File: src/rtl/qam_demod_rx.sv
// qam_demod_rx
//   Receive side of the 16-QAM loopback chain. Slices 3-bit signed I/Q
//   levels back to Gray-coded 2-bit symbols, re-serialises each symbol
//   MSB first (I[1], I[0], Q[1], Q[0]) and checks the resulting bit
//   stream against the degree-3 m-sequence defined by LFSR_TAPS.
//
// Ports
//   clk        system clock, rising edge
//   rst        synchronous active-high reset
//   sym_valid  one-cycle strobe, Siga/Sigb carry a new symbol
//   Siga/Sigb  I/Q levels, 3-bit two's complement
//   bit_out    recovered serial bit (0 when bit_valid is low)
//   bit_valid  bit_out qualifier, high for 4 cycles per accepted symbol
//   locked     m-sequence checker is in CHECK
//   err_cnt    saturating count of mismatches seen while locked
//   overrun    sticky, a symbol arrived while the serialiser was busy
//
// Build option
//   QAM_RX_BER_EN  when defined, err_cnt counts mismatches and a
//                  WIN_LEN-bit supervision window drops lock after
//                  ERR_LIMIT mismatches. When undefined err_cnt is 0 and
//                  lock is only left through rst.
//
// Checker states
//   state    | meaning
//   ST_ACQ   | loading 3 received bits into hist, no comparison
//   ST_CHECK | locked, each received bit compared with the predicted one

module qam_demod_rx #(
  parameter logic [2:0]  LFSR_TAPS = 3'b110,
  parameter int unsigned WIN_LEN   = 32,
  parameter int unsigned ERR_LIMIT = 4,
  parameter int unsigned CNT_W     = 16
) (
  input  logic             clk,
  input  logic             rst,
  input  logic             sym_valid,
  input  logic [2:0]       Siga,
  input  logic [2:0]       Sigb,
  output logic             bit_out,
  output logic             bit_valid,
  output logic             locked,
  output logic [CNT_W-1:0] err_cnt,
  output logic             overrun
);

  if (WIN_LEN < 2 || ERR_LIMIT < 1) begin : g_bad_cfg
    $error("qam_demod_rx: WIN_LEN must be >= 2 and ERR_LIMIT >= 1");
  end

  // Decision thresholds sit halfway between nominal levels -3/-1/+1/+3;
  // the tie at 0 goes to 11 and the unused code -4 to 00.
  function automatic logic [1:0] slice(input logic [2:0] v);
    logic [1:0] g;
    case (v)
      3'b100, 3'b101, 3'b110: g = 2'b00;
      3'b111:                 g = 2'b01;
      3'b000, 3'b001:         g = 2'b11;
      default:                g = 2'b10;
    endcase
    return g;
  endfunction

  // ---------------------------------------------------------------
  // Serialiser: ser_left counts bits still to emit after the one
  // currently on bit_out, so a strobe is accepted once ser_left is 0,
  // i.e. on the cycle the last bit of the previous symbol is shown.
  // ---------------------------------------------------------------
  logic [2:0] ser_sr;
  logic [1:0] ser_left;
  logic [3:0] sym_bits;

  assign sym_bits = {slice(Siga), slice(Sigb)};

  always_ff @(posedge clk) begin
    if (rst) begin
      ser_sr    <= '0;
      ser_left  <= '0;
      bit_out   <= 1'b0;
      bit_valid <= 1'b0;
      overrun   <= 1'b0;
    end else if (ser_left != 2'd0) begin
      bit_out   <= ser_sr[2];
      ser_sr    <= {ser_sr[1:0], 1'b0};
      ser_left  <= ser_left - 2'd1;
      bit_valid <= 1'b1;
      if (sym_valid) overrun <= 1'b1;
    end else if (sym_valid) begin
      bit_out   <= sym_bits[3];
      ser_sr    <= sym_bits[2:0];
      ser_left  <= 2'd3;
      bit_valid <= 1'b1;
    end else begin
      bit_out   <= 1'b0;
      bit_valid <= 1'b0;
    end
  end

  // ---------------------------------------------------------------
  // m-sequence checker, fed from the registered serial output
  // ---------------------------------------------------------------
  typedef enum logic {ST_ACQ, ST_CHECK} state_t;

  state_t     state, state_nxt;
  logic [2:0] hist, hist_nxt;
  logic [1:0] acq_cnt, acq_cnt_nxt;

  assign locked = (state == ST_CHECK);

`ifdef QAM_RX_BER_EN
  localparam int WIN_W = $clog2(WIN_LEN);
  localparam int ERR_W = $clog2(ERR_LIMIT + 1);

  logic             exp_bit, mismatch;
  logic [CNT_W-1:0] err_cnt_nxt;
  logic [WIN_W-1:0] win_cnt, win_cnt_nxt;
  logic [ERR_W-1:0] win_err, win_err_nxt, win_err_inc;

  assign exp_bit     = ^(hist & LFSR_TAPS);
  assign mismatch    = (bit_out != exp_bit);
  assign win_err_inc = win_err + ERR_W'(mismatch);
`else
  assign err_cnt = '0;
`endif

  always_comb begin
    state_nxt   = state;
    hist_nxt    = hist;
    acq_cnt_nxt = acq_cnt;
`ifdef QAM_RX_BER_EN
    err_cnt_nxt = err_cnt;
    win_cnt_nxt = win_cnt;
    win_err_nxt = win_err;
`endif
    if (bit_valid) begin
      // The received bit always enters hist, even when it is wrong.
      hist_nxt = {hist[1:0], bit_out};
      case (state)
        ST_ACQ: begin
          if (acq_cnt == 2'd2) begin
            acq_cnt_nxt = 2'd0;
            // An all-zero history is the LFSR lock-up state; reload.
            if (hist_nxt != 3'd0) state_nxt = ST_CHECK;
          end else begin
            acq_cnt_nxt = acq_cnt + 2'd1;
          end
        end
        ST_CHECK: begin
`ifdef QAM_RX_BER_EN
          if (mismatch && (err_cnt != '1)) err_cnt_nxt = err_cnt + CNT_W'(1);
          // The limit test uses the count including this bit, so an error
          // on the last bit of a window still belongs to that window.
          if (win_err_inc >= ERR_W'(ERR_LIMIT)) begin
            state_nxt   = ST_ACQ;
            hist_nxt    = '0;
            win_cnt_nxt = '0;
            win_err_nxt = '0;
          end else if (win_cnt == WIN_W'(WIN_LEN - 1)) begin
            win_cnt_nxt = '0;
            win_err_nxt = '0;
          end else begin
            win_cnt_nxt = win_cnt + WIN_W'(1);
            win_err_nxt = win_err_inc;
          end
`endif
        end
        default: state_nxt = ST_ACQ;
      endcase
    end
  end

  always_ff @(posedge clk) begin
    if (rst) begin
      state   <= ST_ACQ;
      hist    <= '0;
      acq_cnt <= '0;
    end else begin
      state   <= state_nxt;
      hist    <= hist_nxt;
      acq_cnt <= acq_cnt_nxt;
    end
  end

`ifdef QAM_RX_BER_EN
  always_ff @(posedge clk) begin
    if (rst) begin
      err_cnt <= '0;
      win_cnt <= '0;
      win_err <= '0;
    end else begin
      err_cnt <= err_cnt_nxt;
      win_cnt <= win_cnt_nxt;
      win_err <= win_err_nxt;
    end
  end
`endif

endmodule

File: config.mk
export PLATFORM = sky130hd
export DESIGN_NAME = qam_demod_rx
export DESIGN_NICKNAME = d
export VERILOG_FILES = /design/src/rtl/qam_demod_rx.sv
export SDC_FILE = /design/constraint.sdc
export NUM_CORES = 1
export LEC_CHECK = 0
export CAP_MARGIN = 20
export CORE_MARGIN = 2
export CORE_UTILIZATION = 45
export CTS_BUF_LIST = sky130_fd_sc_hd__clkbuf_4 sky130_fd_sc_hd__clkbuf_8
export DETAILED_ROUTE_END_ITERATION = 7
export PLACE_DENSITY_LB_ADDON = 0.12
export SETUP_SLACK_MARGIN = 0.05
export SYNTH_ARGS = -nofsm -noshare
export SYNTH_HDL_FRONTEND = slang
export SYNTH_SLANG_ARGS = --single-unit
export TNS_END_PERCENT = 5
File: constraint.sdc
create_clock -name clk -period 2.1 [get_ports clk]
set_input_delay 0.315 -clock clk [delete_from_list [all_inputs] [get_ports clk]]
set_output_delay 0.315 -clock clk [all_outputs]
set_load 0.05 [all_outputs]
**Yosys cells after proc, flatten, opt, wreduce, memory -nomap -nowiden**

Index checks and enable logic that the tools add are counted.

- Flip-flop bits (word level): 13
- Input port bits: 9
- Output and inout bits: 20
- Word-level logic and storage cells: 49

- Add/subtract/negate cells: 2
- Equal/unequal tests: 11
- Muxes and demuxes: 14
- Bitwise logic cells: 1
- Reductions and logical operators: 12

Operator list:

| cell | number |
|---|---|
| $eq 3x3->1 const B | 8 |
| $pmux 2 s3 | 2 |
| $mux 1 | 7 |
| $eq 3x1->1 const B | 2 |
| $logic_not 3->1 | 2 |
| $mux 2 | 3 |
| $mux 3 | 2 |
| $reduce_or 2->1 | 3 |
| $reduce_or 3->1 | 2 |
| $reduce_and 2->1 | 2 |
| $reduce_bool 2->1 | 2 |
| $reduce_bool 3->1 | 1 |
| $add 2x1->2 const B | 1 |
| $eq 2x2->1 const B | 1 |
| $sub 2x1->2 const B | 1 |
| $not 1->1 | 1 |

**Depth between registers and ports, before layout**

- Word-level depth: 5
- Depth in mapped cells: 5
- Mapped depth without buffers: 5

**Worst setup path after synthesis**

Ideal clock, no wire load.

- Path kind: reg-to-reg
- Start point: reg bit_valid
- End point: reg acq_cnt[0]
- Library setup time: 0.071 ns
- Arrival time: 1.258 ns
- Required time: 2.029 ns
- Slack: 0.771 ns
- Stages on the path, launching flop included: 4
- Cells stage by stage: dfxtp_1 -> nand2b_2 -> or3_1 -> a21oi_1

- Cells in the longest elaborated chain, start to end: 1

Ends and longest elaborated chain:

| element | line | RTL |
|---|---|---|
| start: declaration | 41 | `output logic bit_valid,` |
| start signal: assignment | 80 | `bit_valid <= 1'b0;` |
| start signal: assignment | 86 | `bit_valid <= 1'b1;` |
| start signal: assignment | 92 | `bit_valid <= 1'b1;` |
| $reduce_and 2->1 (no line) | - |  |
| end signal: assignment | 180 | `acq_cnt <= acq_cnt_nxt;` |
| end: declaration | 106 | `logic [1:0] acq_cnt, acq_cnt_nxt;` |

No other way between the ends.
A chain may end at the register's enable or synchronous reset.

**Final worst setup path**

- Start point: reg bit_valid
- End point: out bit_valid

No word-level cell between the ends.

==> results.sh <==
export IMPL_status="completed"
export IMPL_grt_overflow=0
export IMPL_setup_tns_ns=0
export IMPL_cts_buffers=3
export IMPL_syn_inst=75
export IMPL_synth_area_um2=638
export IMPL_slew_headroom=0.668
export IMPL_p_switching_uw=249
export IMPL_n_antenna_cell=0
export IMPL_grt_usage=0.110
export IMPL_antenna_found_initial=0
export IMPL_vias_per_cell=4.60
export IMPL_r2r_end="ser_sr[2]"
export IMPL_drt_total_wl_um=938
export IMPL_yosysSeqAreaShare=0.408
export IMPL_reg2reg_setup_slack_ns=0.86
export IMPL_finClkSkew_ns=0.00652
export IMPL_grt_pass1_wl_um=1460
export IMPL_p_sw_frac=0.365
export IMPL_cts_root_buf="clkbuf_4"
export IMPL_synth_seq_cells=13
export IMPL_p_leak_uw=0.000316
export IMPL_dp_slack_ns=0.521
export IMPL_std_cell_rows=13
export IMPL_syn_avg_cell_area_um2=8.51
export IMPL_coreArea_um2=1320
export IMPL_p_seq_frac=0.437
export IMPL_p_clk_frac=0.242
export IMPL_final_hold_violation_count=0
export IMPL_dominantRegCellSynth="dfxtp_1"
export IMPL_die_area_um2=1740
export IMPL_worst_ep_required_time_ns=1.78
export IMPL_drt_pass1_iter_count=4
export IMPL_critical_path_top_delay_family="buffers and inverters"
export IMPL_num_io_pins=29
export IMPL_cts_resized=0
export IMPL_die_w_um=41.7
export IMPL_synthToLayoutAreaGrowth_pct=15.1
export IMPL_post_cts_buffers=0
export IMPL_hold_path_end="ser_left[0]"
export IMPL_crit_path_end_kind="output pin"
export IMPL_r2r_cells=5
export IMPL_hold_path_class="reg -> reg"
export IMPL_final_period_utilization=0.886
export IMPL_synthArstFlopShare=0
export IMPL_drtIter0Drc=3
export IMPL_detailedPlacementHpwl_um=744
export IMPL_slew_violations=0
export IMPL_yosysMostFrequentCell="buf_4"
export IMPL_place_congestion=0.641
export IMPL_reg2reg_from="ser_left[0]"
export IMPL_synth_common_cells="16 x buf_4, 13 x dfxtp_1, 10 x nor2_1"
export IMPL_synth_area_top_cells="dfxtp_1 41%, buf_4 19%, nor2_1 5.9%"
export IMPL_internal_power_uw=432
export IMPL_fin_nets=99
export IMPL_yosysTopAreaCell="dfxtp_1"
export IMPL_finalSetupViolCount=0
export IMPL_synth_edf_count=0
export IMPL_grt_max_degree=14
export IMPL_clk_latency_ns=0.27
export IMPL_start_kind="register"
export IMPL_min_from="ser_left[0]"
export IMPL_start_util=0.484
export IMPL_min_path_cells=1
export IMPL_synth_top_area_share=0.408
export IMPL_drcViolationCount=0
export IMPL_arrival_ns=1.55
export IMPL_yosys_cell_types_count=23
export IMPL_grt_pass1_vias=341
export IMPL_wl_per_cell_um=9.11
export IMPL_ant_nets=0
export IMPL_clk_pin_slew_ns=0.08
export IMPL_tightestPinTransition_ns=0.497
export IMPL_die_h_um=41.7
export IMPL_layout_min_cycle_time_ns=1.86
export IMPL_cts_tree="done"
export IMPL_max_stage_delay_ns=0.84
export IMPL_drive_above_1_share=0.0568
export IMPL_crit_path_max_fanout=5
export IMPL_via_count=474
export IMPL_cts_sinks=13
export IMPL_path_cells="clkdlybuf4s50_1"
export IMPL_critical_path_buf_inv_count=1
export IMPL_dpl_cell_area_um2=704
export IMPL_utilization=0.557
export IMPL_final_cell_area_um2=734
export IMPL_htreeDepth=1
export IMPL_clock_path_buffers=2
export IMPL_io_buffers=12
export IMPL_power_density_nw_per_um2=927
export IMPL_irDropWorstVdd_mv=0.416
export IMPL_yosysWarnings=0
export IMPL_ctsHoldBuffers=0
export IMPL_rsz0062_at_grt="false"
export IMPL_max_freq_ghz=0.537
export IMPL_whs_ns=0.463
export IMPL_comb_power_share=0.322
export IMPL_cp_slowest_cell="clkdlybuf4s50_1"
export IMPL_cap_violations=0
export IMPL_setup_ws_ns=0.239
export IMPL_crit_type="reg -> out"
## layout make-up
class                      count  area [µm²]
fill                         136         583
timing repair buffer          12         120
tap                           15        18.8
sequential                    13         260
clock buffer                   4        30.0
inverter                       4        15.0
multi-input combinational     55         290
## state kept, by name, summed over array words and instances (netlist names)
signal     flops
locked         1
acq_cnt        2
ser_sr         3
overrun        1
bit_out        1
bit_valid      1
ser_left       2
hist           2
## power groups by stage
stage / combinational (µW) / sequential [µW] / clock (µW)
2_1_floorplan: 169 / 328 / 0
3_3_place_gp: 218 / 302 / 0
3_5_place_dp: 220 / 303 / 0
4_1_cts: 221 / 297 / 171
5_1_grt: 238 / 300 / 185
6_report: 219 / 297 / 165
## per-layer routing
metal,GRT usage,vias to the layer above,part of all wire
li1,-,245,-
met1,0.140,208,0.44
met2,0.172,19,0.48
met3,0.0261,2,0.067
met4,0.0581,0,0.0053
met5,0,-,0
## how the worst max path moves through the flow
| stage | startpoint | end | slack, ns | cells past startpoint |
|---|---|---|---|---|
| floorplan | bit_valid | acq_cnt[0] | 0.77 | 3 |
| global placement | bit_valid | bit_valid | 0.54 | 1 |
| detailed placement | bit_valid | bit_valid | 0.52 | 1 |
| CTS | bit_valid | bit_valid | 0.22 | 1 |
| global route | bit_valid | bit_valid | 0.19 | 1 |
| finish | bit_valid | bit_valid | 0.24 | 1 |
## cells by family after synthesis
| logic type | share of synthesized area |
|---|---|
| fa+ha+maj | 0.0196 |
| other cells | 0.00588 |
| buf+inv | 0.225 |
| simple gates | 0.161 |
| mux | 0.0314 |
| compound gates | 0.149 |
| flops | 0.408 |
## layout by cell type, fill, tap and decap left out
cell type and instances:
a31oi_1 2, a211oi_1 2, nor2b_1 1, a21oi_1 4, a2111oi_1 1, dfxtp_1 13, nor2_1 10, a41oi_1 1
nand2_1 5, or3_1 3, mux2i_1 2, a2bb2oi_1 1, nor4_1 1, clkdlybuf4s50_1 12, o21ai_0 1, ha_1 1
clkbuf_4 4, o211ai_1 2, conb_1 16, nand2b_1 1, nand2b_2 1, inv_1 4
## through the flow
step                      cells  power [µW]
after floorplan              90         497
after global placement       99         520
after detailed placement     99         524
after CTS                   103         690
after global routing        103         723
final                       103         681
Note: power is estimated with default switching activity, not from simulation.
